File: config.mk
export PLATFORM = sky130hd
export DESIGN_NAME = sub_pipe_flat
export DESIGN_NICKNAME = d
export VERILOG_FILES = /design/src/rtl/sub_pipe_if.sv /design/src/rtl/sub_pipe.sv /design/src/flat_wrapper.sv
export SDC_FILE = /design/constraint.sdc
export NUM_CORES = 1
export LEC_CHECK = 0
export ABC_AREA = 1
export CORE_MARGIN = 5
export CORE_UTILIZATION = 47
export DETAILED_ROUTE_END_ITERATION = 16
export PLACE_DENSITY = 0.85
export SLEW_MARGIN = 20
export SYNTH_ARGS = -nofsm -noshare
export SYNTH_HDL_FRONTEND = slang
export SYNTH_SLANG_ARGS = --single-unit
File: constraint.sdc
create_clock -name clk -period 1.6 [get_ports clk]
set_input_delay 0.32 -clock clk [delete_from_list [all_inputs] [get_ports clk]]
set_output_delay 0.32 -clock clk [all_outputs]
set_load 0.01 [all_outputs]
File: src/rtl/sub_pipe_if.sv
// Valid/ready handshake bundle for the two-stage subtractor: operand side
// (a, b) and result side (out, borrow).
interface sub_pipe_if #(
  parameter int WIDTH = 16
);
  logic             in_valid;
  logic             in_ready;
  logic [WIDTH-1:0] a;
  logic [WIDTH-1:0] b;
  logic             out_valid;
  logic             out_ready;
  logic [WIDTH-1:0] out;
  logic             borrow;

  modport master (
    output in_valid, a, b, out_ready,
    input  in_ready, out_valid, out, borrow
  );

  modport slave (
    input  in_valid, a, b, out_ready,
    output in_ready, out_valid, out, borrow
  );
endinterface

File: src/rtl/sub_pipe.sv
// Two-stage elastic subtractor: S1 holds operands, S2 holds a - b and borrow.
// Each stage advances when the stage ahead is free; out_ready feeds in_ready.
module sub_pipe #(
  parameter int WIDTH = 16
) (
  input logic         clk,
  input logic         arst,
  sub_pipe_if.slave   bus
);

  logic [WIDTH-1:0] a_r, b_r;
  logic             v1;
  logic [WIDTH-1:0] out_r;
  logic             borrow_r;
  logic             v2;

  logic             s2_free, s1_free;
  logic             in_fire, s1_move;
  logic [WIDTH:0]   diff;

  assign s2_free = ~v2 | bus.out_ready;
  assign s1_free = ~v1 | s2_free;
  assign in_fire = bus.in_valid & s1_free;
  assign s1_move = v1 & s2_free;

  // Extra top bit of the widened difference is the unsigned borrow.
  assign diff = {1'b0, a_r} - {1'b0, b_r};

  assign bus.in_ready  = s1_free;
  assign bus.out_valid = v2;
  assign bus.out       = out_r;
  assign bus.borrow    = borrow_r;

  // NOTE: data registers are cleared with the valids so out/borrow read 0
  // during and right after reset, not just whatever was in flight.
  always_ff @(posedge clk or posedge arst) begin
    if (arst) begin
      a_r      <= '0;
      b_r      <= '0;
      v1       <= 1'b0;
      out_r    <= '0;
      borrow_r <= 1'b0;
      v2       <= 1'b0;
    end else begin
      // NOTE: non-blocking so S2 captures the S1 contents from before this
      // edge even when S1 reloads on the same edge.
      if (in_fire) begin
        a_r <= bus.a;
        b_r <= bus.b;
      end
      if (s1_move) begin
        out_r    <= diff[WIDTH-1:0];
        borrow_r <= diff[WIDTH];
      end

      if (in_fire)      v1 <= 1'b1;
      else if (s1_move) v1 <= 1'b0;

      if (s1_move)            v2 <= 1'b1;
      else if (bus.out_ready) v2 <= 1'b0;
    end
  end

endmodule

File: src/flat_wrapper.sv
// flat-port wrapper written by rule: the top's interface ports become plain ports
module sub_pipe_flat 
#(
  parameter int WIDTH = 16
)
  (clk, arst, bus_in_valid, bus_a, bus_b, bus_out_ready, bus_in_ready, bus_out_valid, bus_out, bus_borrow);
  sub_pipe_if #(.WIDTH(WIDTH)) bus_i ();
  input logic clk;
  input logic arst;
  input wire logic [$bits(bus_i.in_valid)-1:0] bus_in_valid;
  input wire logic [$bits(bus_i.a)-1:0] bus_a;
  input wire logic [$bits(bus_i.b)-1:0] bus_b;
  input wire logic [$bits(bus_i.out_ready)-1:0] bus_out_ready;
  output wire logic [$bits(bus_i.in_ready)-1:0] bus_in_ready;
  output wire logic [$bits(bus_i.out_valid)-1:0] bus_out_valid;
  output wire logic [$bits(bus_i.out)-1:0] bus_out;
  output wire logic [$bits(bus_i.borrow)-1:0] bus_borrow;
  assign bus_i.in_valid = bus_in_valid;
  assign bus_i.a = bus_a;
  assign bus_i.b = bus_b;
  assign bus_i.out_ready = bus_out_ready;
  assign bus_in_ready = bus_i.in_ready;
  assign bus_out_valid = bus_i.out_valid;
  assign bus_out = bus_i.out;
  assign bus_borrow = bus_i.borrow;
  sub_pipe #(.WIDTH(WIDTH)) u_core (.clk(clk), .arst(arst), .bus(bus_i));
endmodule
---- After elaboration in Yosys (flattened, before gate mapping) ----
Index checks and enable logic that the tools add are counted.
cells by class
  $add $sub $neg .......................... 1
  $mul .................................... 0
  divide/modulo/power cells ............... 0
  $lt $le $gt $ge ......................... 0
  eq/ne operators ......................... 0
  shifts and indexed selects .............. 0
  muxes and demuxes ....................... 4
  bitwise logic cells ..................... 6
  reductions and logical operators ........ 2
operators with widths
  operator           number
  $sub 16x16->17     1
  $mux 1             4
  $reduce_bool 2->1  2
  $and 1x1->1        2
  $not 1->1          2
  $or 1x1->1         2
storage, ports and cells
  flip-flop bits (word level) ............. 51
  bits in latches ......................... 0
  memory bits (writable) .................. 0
  bits in read-only memories .............. 0
  bits of input ports ..................... 36
  output and inout bits ................... 19
  word-level logic and storage cells ...... 19
  memories kept ........................... 0

---- Longest topological paths before layout ----
Gate-level depths: netlist of the first run.
  depth in word-level cells ............... 5
  depth in mapped cells ................... 12
  gate-level depth less buffers ........... 12

---- Worst setup path after synthesis of the first run ----
No wires, ideal clock.
  kind .................................... register to register
  start ................................... register u_core.b_r[0]
  end ..................................... register u_core.borrow_r (netlist: u_core.bus.borrow)
  library setup time ...................... 117 ps
  data arrival time ....................... 1531 ps
  data required time ...................... 1483 ps
  slack ................................... -48 ps
  stages on the path, launching flop included .. 11
  buffers on the path ..................... 0
  period minus slack after synthesis ...... 1648 ps
  cell sequence ........................... dfrtp_1 -> ha_1 -> fa_1 -> inv_1 -> nand3_1 -> nand3_1 -> nand3_1 -> nand3_1 -> nand2_1 -> nand3_1 -> nand2_1
on the way
  word-level cells in the longest chain between the ends .. 1
RTL lines
  item                      line            text
  start: declaration        sub_pipe.sv:11  logic [WIDTH-1:0] a_r, b_r;
  start signal: assignment  sub_pipe.sv:49  b_r <= bus.b;
  $sub 16x16->17            sub_pipe.sv:27  assign diff = {1'b0, a_r} - {1'b0, b_r};
  end signal: assignment    sub_pipe.sv:53  borrow_r <= diff[WIDTH];
  end: declaration          sub_pipe.sv:14  logic borrow_r;
Every way passes these cells.
A chain may end at the register's enable or synchronous reset.

---- Worst setup path in the final report of the first run ----
Same ends and word-level chain as after synthesis.

==> metrics.md, run 1 <==
| Metric | Value |
|---|---|
| Die Y | `89.1 µm` |
| Unrepaired setup endpoints after global routing | `true` |
| Total number of vias | `2678` |
| Worst hold margin | `0.357 ns` |
| Core area | `5990 µm²` |
| Cell Count, Final, Fillers Out | `528` |
| Top post-synthesis cells by count | `nand2_1, inv_1, dfrtp_1, nor2_1, a21oi_1` |
| Multi-input logic area | `1690 µm²` |
| Maximum VDD drop | `697 µV` |
| CTS tree | `built` |
| Synth-to-layout area growth | `41.8%` |
| IO Port Bufs | `54` |
| Register area | `1280 µm²` |
| Die width | `89.1 µm` |
| Effective utilization at floorplan | `49.0%` |
| First-pass GRT wire length | `11.7 mm` |
| Area leader, netlist | `dfrtp_1` |
| Yosys top cell area share | `43.4%` |
| Async set or reset register ratio after synthesis | `100%` |
| Worst slack, placed | `-0.202 ns` |
| Clk_lat worst skew | `0.31 ns` |
| CP required | `1.80 ns` |
| Initial antenna violation count | `0` |
| RD Place Congestion | `0.867` |
| Pwr/cell area | `1300 nW/µm²` |
| Clock slew seen by the registers of the worst setup and hold paths | `0.08 ns` |
| H-tree lvl count | `2` |
| Top cell by count, worst path | `nand3_2` |
| Gr usage total | `18.8%` |
| Antenna Nets Post-Route | `0` |
| Slew headroom | `72.1%` |
| Diode count | `0` |
| Drt initial violations | `181` |
| Most common cell in the netlist | `nand2_1` |
| Critical-path cell list | `ha_4 > fa_2 > inv_2 > nand3_2 > nand3_2 > nand3_2 > nand3_2 > nand2_1 > nand3_1 > nand2_1` |
| Utilization after layout | `69.5%` |
| I/O pins | `55` |
| Die area | `7930 µm²` |
| Layout cells sized above 1 | `28.5%` |
| Post-synth cell types | `27` |
| Synth Net Count | `424` |
| DR vias/cell | `5.07` |
| Post-Synthesis Cells | `371` |
| Clk_skew | `0.00608 ns` |
| Vias in the first global route | `2567` |
| Pins Over Slew Limit | `0` |
| Cell area after synthesis | `2940 µm²` |
| Max Fclk | `584 MHz` |
| Largest net degree at the start of global routing | `52` |
| Final Worst Setup Slack | `-0.113 ns` |
| DRT Pass-1 Iters | `4` |
| Site row count | `28` |
| Critical Path Start Type | `register` |
| Grt ovf | `0` |
| Drt drc | `0` |
| Leakage | `2.05 nW` |
| Final hold viol count | `0` |
| Fillers | `442` |
| Failing checks | `setup timing` |
| # clock sinks | `51` |
| Type of the worst min-delay path | `input pin to async pin` |
| Dpl cells | `515` |
| Endpoints failing setup | `7` |
| Final HPWL DP | `4.94 mm` |
| CP arrival | `1.91 ns` |
| Status | `finished with violations` |
| Crit. End Element | `register` |
| CTS buffer count | `5` |
| Fin nets | `506` |
| Fin Setup TNS | `-0.564 ns` |
| Synth top area cells | `dfrtp_1, nand2_1, inv_1` |
| Flops & latches, synth | `51` |
| Post-synth EDFFs | `0` |
| Final period util | `107%` |
| Routed len/inst | `13.9 µm` |
| Avg Cell Area, Syn | `7.92 µm²` |
| Max_cap viols | `0` |
| Clock Tree Root | `clkbuf_8` |
| Slowest Stage Delay on Critical Path | `0.44 ns` |
| Synth warn | `0` |
| Clk buf depth | `2` |
| Measured slew at the worst slew-check pin | `0.418 ns` |
| Top fanout value on the critical path | `3` |
| WL final | `7.32 mm` |
| Worst path slowest cell | `dfrtp_1` |
| Top FF cell, synth | `dfrtp_1` |
| Post-synthesis sequential area ratio | `43.4%` |
| CP Class | `register to register` |
| Crit path time final | `1.71 ns` |
==> sequential cells by signal (all words and copies together), names as in the netlist <==
name and count:
u_core.b_r 16, u_core.bus.out_valid 1, u_core.bus.out 16, u_core.v1 1
u_core.bus.borrow 1, u_core.a_r 16
==> worst paths after layout <==
path	from	end	slack, ns	depth (start not counted)
setup / recovery	u_core.b_r[0]	u_core.bus.borrow	-0.11	10
hold / removal	arst	u_core.a_r[3]	0.36	3
setup reg to reg	u_core.b_r[0]	u_core.bus.borrow	-0.11	10
hold reg to reg	u_core.bus.out[15]	u_core.bus.out[15]	0.48	2
max in group asynchronous	arst	u_core.b_r[0]	0.99	3
min in group clk	u_core.bus.out[15]	u_core.bus.out[15]	0.48	2
==> what timing repair did <==
| action | 4_1_cts | 5_1_grt |
|---|---|---|
| pin swaps | 2 | 18 |
| hold buffers | 0 | 0 |
| setup buffers | 2 | 4 |
| endpoints found under the setup margin | 12 | 14 |
| resized for setup | 22 | 51 |
| cloned | 0 | 0 |
==> report_power, final <==
group          switching (W)  leakage (nW)  internal [W]
clock               0.000405        0.0470      0.000340
sequential          0.000214         0.592       0.00163
combinational        0.00142          1.42       0.00142
total                0.00204          2.05       0.00338
==> kinds of logic (layout without fill, tap and decap cells) <==
logic type,Yosys count,count (layout),share of synthesized area (%)
compound gates,30,30,5.49
buf+inv,69,151,9.71
mux,15,15,5.75
flops,51,51,43.4
xor+xnor,3,3,0.895
fa+ha+maj,17,17,7.50
simple gates,186,186,27.2
==> cell type report <==
class / count / area share (%)
clock inverters: 1 / 0.120
repair buffers: 83 / 18.8
flip-flops and latches: 51 / 30.6
multi-input cells: 251 / 40.6
inverters: 61 / 5.56
clock buffers: 6 / 1.98
well taps: 75 / 2.25
==> worst max-delay path, delay by kind of cell, from the launching register on <==
family | cells | cell delay (ns)
adders and majority gates | 2 | 0.54
buffers and inverters | 1 | 0.09
DFF | 1 | 0.44
and+or+nand+nor | 7 | 0.53
==> layer usage <==
layer	vias to the layer above	wire length (µm)	global-route usage, %
met3	20	411	3.59
met5	-	0	0
met2	91	3530	31.0
li1	1314	-	-
met4	0	197	7.31
met1	1253	3180	24.4
==> metrics by stage <==
stage          power [W]  area (µm²)
6_report         0.00542        4170
5_1_grt          0.00584        4170
4_1_cts          0.00509        3970
3_5_place_dp     0.00415        3720
3_3_place_gp     0.00408        3720
2_1_floorplan    0.00316        2950
==> layout by cell type (no fill, tap or decap), drive strengths merged <==
cell	instances
inv	61
nand3	24
xor2	1
nand3b	2
a21oi	23
clkdlybuf4s50	52
mux2	15
fa	1
nor3	4
and2	1
ha	16
dlygate4sd2	1
nor2	31
o21ai	7
or2	4
dfrtp	51
clkinv	1
nand2	119
buf	29
nand4	1
dlymetal6s2s	1
clkbuf	6
xnor2	2
Power figures use the tool's default switching activity.
==> run 2, diff against run 1 <==
Settings changed: CTS_CLUSTER_SIZE set to 10, PLACE_DENSITY 0.85 to 0.76.
==> run 2 against run 1 <==
Net effect: the run still ends with setup timing left; worst hold slack lost 0.0046 ns; clock power down 8.5%; register-to-register slack better by 0.096 ns; non-clock buffer count is 2 lower; routed wire length shrank 5.1%; clock-buffer cell count unchanged.
==> metrics.md, run 2 (synthesized netlist as in run 1, its figures left out) <==
| Metric | Value |
|---|---|
| Status | `finished with violations (unchanged)` |
| Failing checks | `setup timing (unchanged)` |
| Clock slew seen by the registers of the worst setup and hold paths | `0.08 ns (about the same)` |
| Commonest cells after routing, fill and taps aside | `nand2_1, clkdlybuf4s50_1, dfrtp_1 (unchanged)` |
| Final Worst Setup Slack | `-0.0170 ns (was -0.113 ns)` |
| Leakage | `2.04 nW (was 2.05 nW)` |
| Hold_buf cts | `0 (unchanged)` |
| RD Place Congestion | `0.807 (was 0.867)` |
| Measured slew at the worst slew-check pin | `0.287 ns (was 0.418 ns)` |
| Fin nets | `504 (was 506)` |
| H-tree lvl count | `2 (unchanged)` |
| Clk buf depth | `2 (unchanged)` |
| R2R setup slack | `-0.02 ns (was -0.11 ns)` |
| Slowest Stage Delay on Critical Path | `0.41 ns (was 0.44 ns)` |
| First-pass GRT wire length | `11.1 mm (was 11.7 mm)` |
| Drt initial violations | `112 (was 181)` |
| I/O pins | `55 (unchanged)` |
| Critical-path cell list | `ha_4 > fa_2 > inv_2 > nand3_2 > nand3_4 > nand3_2 > nand3_2 > nand2_1 > nand3_1 > nand2_1 (was ha_4 > fa_2 > inv_2 > nand3_2 > nand3_2 > nand3_2 > nand3_2 > nand2_1 > nand3_1 > nand2_1)` |
| Layout cells sized above 1 | `27.3% (was 28.5%)` |
| CP Class | `register to register (unchanged)` |
| Core area | `5990 µm² (unchanged)` |
| Total number of vias | `2546 (was 2678)` |
| Pins Over Slew Limit | `0 (unchanged)` |
| Effective utilization at floorplan | `49.0% (unchanged)` |
| Die Y | `89.1 µm (unchanged)` |
| Largest net degree at the start of global routing | `52 (unchanged)` |
| CTS buffer count | `5 (unchanged)` |
| CP required | `1.80 ns (about the same)` |
| Slew headroom | `80.8% (was 72.1%)` |
| Synth-to-layout area growth | `41.3% (was 41.8%)` |
| Unrepaired setup endpoints after global routing | `true (unchanged)` |
| Total Power | `0.00525 W (was 0.00542 W)` |
| Diode count | `0 (unchanged)` |
| DR vias/cell | `4.85 (was 5.07)` |
| WL final | `6.95 mm (was 7.32 mm)` |
| Gr usage total | `17.5% (was 18.8%)` |
| Commonest non-fill, non-tap cell in the layout | `nand2_1 (unchanged)` |
| Die area | `7930 µm² (unchanged)` |
| Die width | `89.1 µm (unchanged)` |
| CP endpoint | `u_core.bus.out[12] (was u_core.bus.borrow)` |
| Worst path slowest cell | `dfrtp_1 (unchanged)` |
| Initial antenna violation count | `0 (unchanged)` |
| IO Port Bufs | `54 (unchanged)` |
| Max Fclk | `618 MHz (was 584 MHz)` |
| Endpoints failing setup | `2 (was 7)` |
| Final hold viol count | `0 (unchanged)` |
| Crit. End Element | `register (unchanged)` |
| DRT Pass-1 Iters | `4 (unchanged)` |
| Worst slack, placed | `-0.216 ns (was -0.202 ns)` |
| Drt drc | `0 (unchanged)` |
| Critical Path Start Type | `register (unchanged)` |
| Top fanout value on the critical path | `3 (unchanged)` |
| Vias in the first global route | `2556 (was 2567)` |
| Final period util | `101% (was 107%)` |
| Type of the worst min-delay path | `input pin to async pin (unchanged)` |
| Worst Setup SP | `u_core.b_r[0] (unchanged)` |
| # clock sinks | `51 (unchanged)` |
| Grt ovf | `0 (unchanged)` |
| Antenna Nets Post-Route | `0 (unchanged)` |
| CP arrival | `1.81 ns (was 1.91 ns)` |
| Routed len/inst | `13.2 µm (was 13.9 µm)` |
| Maximum VDD drop | `775 µV (was 697 µV)` |
| CTS tree | `built (unchanged)` |
| Final HPWL DP | `4.85 mm (was 4.94 mm)` |
| Utilization after layout | `69.3% (was 69.5%)` |
| Clk_skew | `0.00413 ns (was 0.00608 ns)` |
| Top cell by count, worst path | `nand3_2 (unchanged)` |
| Worst R2R End | `u_core.bus.out[12] (was u_core.bus.borrow)` |
| Clk_lat worst skew | `0.30 ns (was 0.31 ns)` |
| Site row count | `28 (unchanged)` |
| Clock Tree Root | `clkbuf_8 (unchanged)` |
| Pwr/cell area | `1260 nW/µm² (was 1300 nW/µm²)` |
| Reg2reg start | `u_core.b_r[0] (unchanged)` |
| Crit path time final | `1.62 ns (was 1.71 ns)` |
| Reg2reg path depth | `10 (unchanged)` |
| Max_cap viols | `0 (unchanged)` |
-- run 2: worst min-delay path by stage --
stage,depth (start not counted),end,from,slack [ns]
finish,3,u_core.a_r[1],arst,0.35
global route,3,u_core.a_r[0],arst,0.41
CTS,3,u_core.a_r[4],arst,0.38
detailed placement,2,u_core.bus.out[15],u_core.bus.out[15],0.46
global placement,2,u_core.bus.out[10],u_core.bus.out[10],0.46
floorplan,1,u_core.a_r[10],bus_a[10],0.47
-- run 2: repair_timing --
| item | in CTS | in global routing |
|---|---|---|
| gates resized for setup | 14 | 58 |
| setup endpoints to repair | 11 | 15 |
| buffers inserted | 1 | 6 |
| pin swaps | 2 | 10 |
-- run 2: cell type report --
| type | instances | area [µm²] |
|---|---|---|
| well taps | 75 | 93.8 |
| inverters | 61 | 231 |
| flip-flops and latches | 51 | 1280 |
| multi-input cells | 251 | 1690 |
| repair buffers | 81 | 782 |
| clock buffers | 6 | 72.6 |
| fillers | 488 | 1840 |
-- run 2: power breakdown --
part           total (W)  switching (W)  internal [W]  leakage, nW
combinational    0.00273        0.00136       0.00137         1.41
clock           0.000682       0.000390      0.000292       0.0371
sequential       0.00184       0.000213       0.00163        0.592
total            0.00525        0.00196       0.00329         2.04
-- run 2: metrics by stage --
stage	instance area (µm²)	hold WS (ns)	setup TNS [ns]	instances
floorplan	2950	0.470	0	371
global placement	3710	0.462	-1.52	512
detailed placement	3710	0.465	-2.40	512
CTS	3870	0.378	-0.00537	519
global route	4150	0.409	-0.578	525
finish	4150	0.352	-0.0296	525
-- run 2: metal layers --
layer,vias up,wire length (µm),global-route usage (%)
li1,1302,-,-
met1,1185,3160,23.4
met2,52,3410,28.9
met3,7,324,3.41
met4,0,57,5.28
met5,-,0,0
-- run 2: worst max-delay path, delay by kind of cell, from the launching register on --
family	cells	cell delay (ns)
adders and majority gates	2	0.52
buffers and inverters	1	0.08
and+or+nand+nor	7	0.51
DFF	1	0.41
==> run 3, diff against run 2 <==
Settings changed: CORE_ASPECT_RATIO set to 1.1, CTS_CLUSTER_SIZE 10 to 12.
==> run 3 against run 2 <==
Net effect: via count rose by 2.0%; critical path type unchanged; routed wire length down 1.1%; combinational power about the same; sequential share of layout area down 0.13 points; the flow still finishes with violations (setup timing); die area about the same.
==> metrics.md, run 3 (synthesized netlist as in run 1, its figures left out) <==
| Metric | Value |
|---|---|
| Status | `finished with violations (unchanged)` |
| Failing checks | `setup timing (unchanged)` |
| Commonest cells after routing, fill and taps aside | `nand2_1, clkdlybuf4s50_1, dfrtp_1 (unchanged)` |
| I/O pins | `55 (unchanged)` |
| Fillers | `497 (was 488)` |
| Final period util | `102% (was 101%)` |
| Multi-input logic area | `1670 µm² (was 1690 µm²)` |
| DRT Pass-1 Iters | `4 (unchanged)` |
| Type of the worst min-delay path | `input pin to async pin (unchanged)` |
| Grt ovf | `0 (unchanged)` |
| Vias in the first global route | `2594 (was 2556)` |
| Fin nets | `510 (was 504)` |
| Final Worst Setup Slack | `-0.0294 ns (was -0.0170 ns)` |
| Drt initial violations | `125 (was 112)` |
| RD Place Congestion | `0.823 (was 0.807)` |
| Leakage | `2.07 nW (was 2.04 nW)` |
| DR vias/cell | `4.83 (was 4.85)` |
| CP Class | `register to register (unchanged)` |
| Die Y | `92.9 µm (was 89.1 µm)` |
| Unrepaired setup endpoints after global routing | `true (unchanged)` |
| Synth-to-layout area growth | `41.9% (was 41.3%)` |
| Max Fclk | `614 MHz (was 618 MHz)` |
| CP arrival | `1.82 ns (was 1.81 ns)` |
| Core area | `6120 µm² (was 5990 µm²)` |
| Clk_skew | `0.0151 ns (was 0.00413 ns)` |
| Slew headroom | `71.2% (was 80.8%)` |
| Die area | `7930 µm² (about the same)` |
| Dpl cells | `519 (was 512)` |
| Final HPWL DP | `4.73 mm (was 4.85 mm)` |
| Hold_buf cts | `0 (unchanged)` |
| Final hold viol count | `0 (unchanged)` |
| Effective utilization at floorplan | `48.0% (was 49.0%)` |
| Drt drc | `0 (unchanged)` |
| Total number of vias | `2598 (was 2546)` |
| Cell Count, Final, Fillers Out | `538 (was 525)` |
| Clk_lat worst skew | `0.31 ns (was 0.30 ns)` |
| WL final | `6.87 mm (was 6.95 mm)` |
| Gr usage total | `17.4% (was 17.5%)` |
| Crit path time final | `1.63 ns (was 1.62 ns)` |
| Max_cap viols | `0 (unchanged)` |
| Measured slew at the worst slew-check pin | `0.431 ns (was 0.287 ns)` |
| Clock slew seen by the registers of the worst setup and hold paths | `0.10 ns (was 0.08 ns)` |
| CP required | `1.79 ns (was 1.80 ns)` |
| CTS buffer count | `5 (unchanged)` |
| Commonest non-fill, non-tap cell in the layout | `nand2_1 (unchanged)` |
| Site row count | `30 (was 28)` |
| Pins Over Slew Limit | `0 (unchanged)` |
| Register area | `1280 µm² (unchanged)` |
| Maximum VDD drop | `611 µV (was 775 µV)` |
| Antenna Nets Post-Route | `0 (unchanged)` |
| Total Power | `0.00530 W (was 0.00525 W)` |
| Routed len/inst | `12.8 µm (was 13.2 µm)` |
| Worst hold margin | `0.365 ns (was 0.352 ns)` |
| Layout cells sized above 1 | `27.3% (about the same)` |
| CTS tree | `built (unchanged)` |
| IO Port Bufs | `54 (unchanged)` |
| Critical Path Start Type | `register (unchanged)` |
| First-pass GRT wire length | `11.4 mm (was 11.1 mm)` |
| Clk buf depth | `2 (unchanged)` |
| Initial antenna violation count | `0 (unchanged)` |
| Endpoints failing setup | `6 (was 2)` |
| H-tree lvl count | `2 (unchanged)` |
| Die width | `85.4 µm (was 89.1 µm)` |
| Largest net degree at the start of global routing | `52 (unchanged)` |
| Crit. End Element | `register (unchanged)` |
| # clock sinks | `51 (unchanged)` |
| Pwr/cell area | `1270 nW/µm² (was 1260 nW/µm²)` |
| Clock Tree Root | `clkbuf_8 (unchanged)` |
| Diode count | `0 (unchanged)` |
| Top fanout value on the critical path | `3 (unchanged)` |
## run 3: layout make-up
cell class	count	area share, %
well taps	80	2.40
flip-flops and latches	51	30.6
multi-input cells	251	40.0
inverters	61	5.49
repair buffers	87	19.5
clock buffers	7	1.83
clock inverters	1	0.120
## run 3: worst max-delay path, stage by stage, from the launching register on
cell and delay, ns:
dfrtp_1 0.42, ha_4 0.18, fa_2 0.36, inv_2 0.07, nand3_2 0.08, nand3_4 0.09
nand3_4 0.07, nand3_2 0.07, nand2_1 0.05, nand3_1 0.06, nand2_1 0.05
## run 3: stage by stage
step	worst slack (ns)	cell area (µm²)	utilization (%)	setup TNS [ns]
CTS	0.00301	3940	64.4	0
global placement	-0.206	3720	60.8	-1.51
finish	-0.0294	4170	68.1	-0.108
global route	-0.167	4170	68.1	-1.18
floorplan	0.0296	2950	-	0
detailed placement	-0.211	3720	60.8	-1.88
## run 3: what timing repair did
action,4_1_cts,5_1_grt
endpoints found under the hold margin,0,0
resized for setup,20,44
setup endpoints to repair,10,15
setup buffers,0,11
pin swaps,1,23
## run 3: layer usage
layer | part of all wire, % | up-vias | GRT usage [%]
met3 | 4.1 | 12 | 2.40
met4 | 1.8 | 0 | 5.41
li1 | - | 1320 | -
met2 | 50 | 52 | 29.1
met1 | 44 | 1214 | 23.1
met5 | 0 | - | 0
## run 3: worst paths after layout
path | from | endpoint | slack (ns) | cells after the start
setup / recovery | u_core.b_r[0] | u_core.bus.out[12] | -0.03 | 10
hold / removal | arst | u_core.a_r[1] | 0.37 | 3
setup reg to reg | u_core.b_r[0] | u_core.bus.out[12] | -0.03 | 10
hold reg to reg | u_core.bus.out[13] | u_core.bus.out[13] | 0.48 | 2
max in group asynchronous | arst | u_core.bus.out[6] | 0.96 | 3
min in group clk | u_core.bus.out[13] | u_core.bus.out[13] | 0.48 | 2
## run 3: report_power, final
part | switching [W] | total, W | internal [W]
Sequential | 0.000204 | 0.00183 | 0.00163
Clock | 0.000422 | 0.000731 | 0.000308
Combinational | 0.00136 | 0.00274 | 0.00138
Total | 0.00198 | 0.00530 | 0.00332
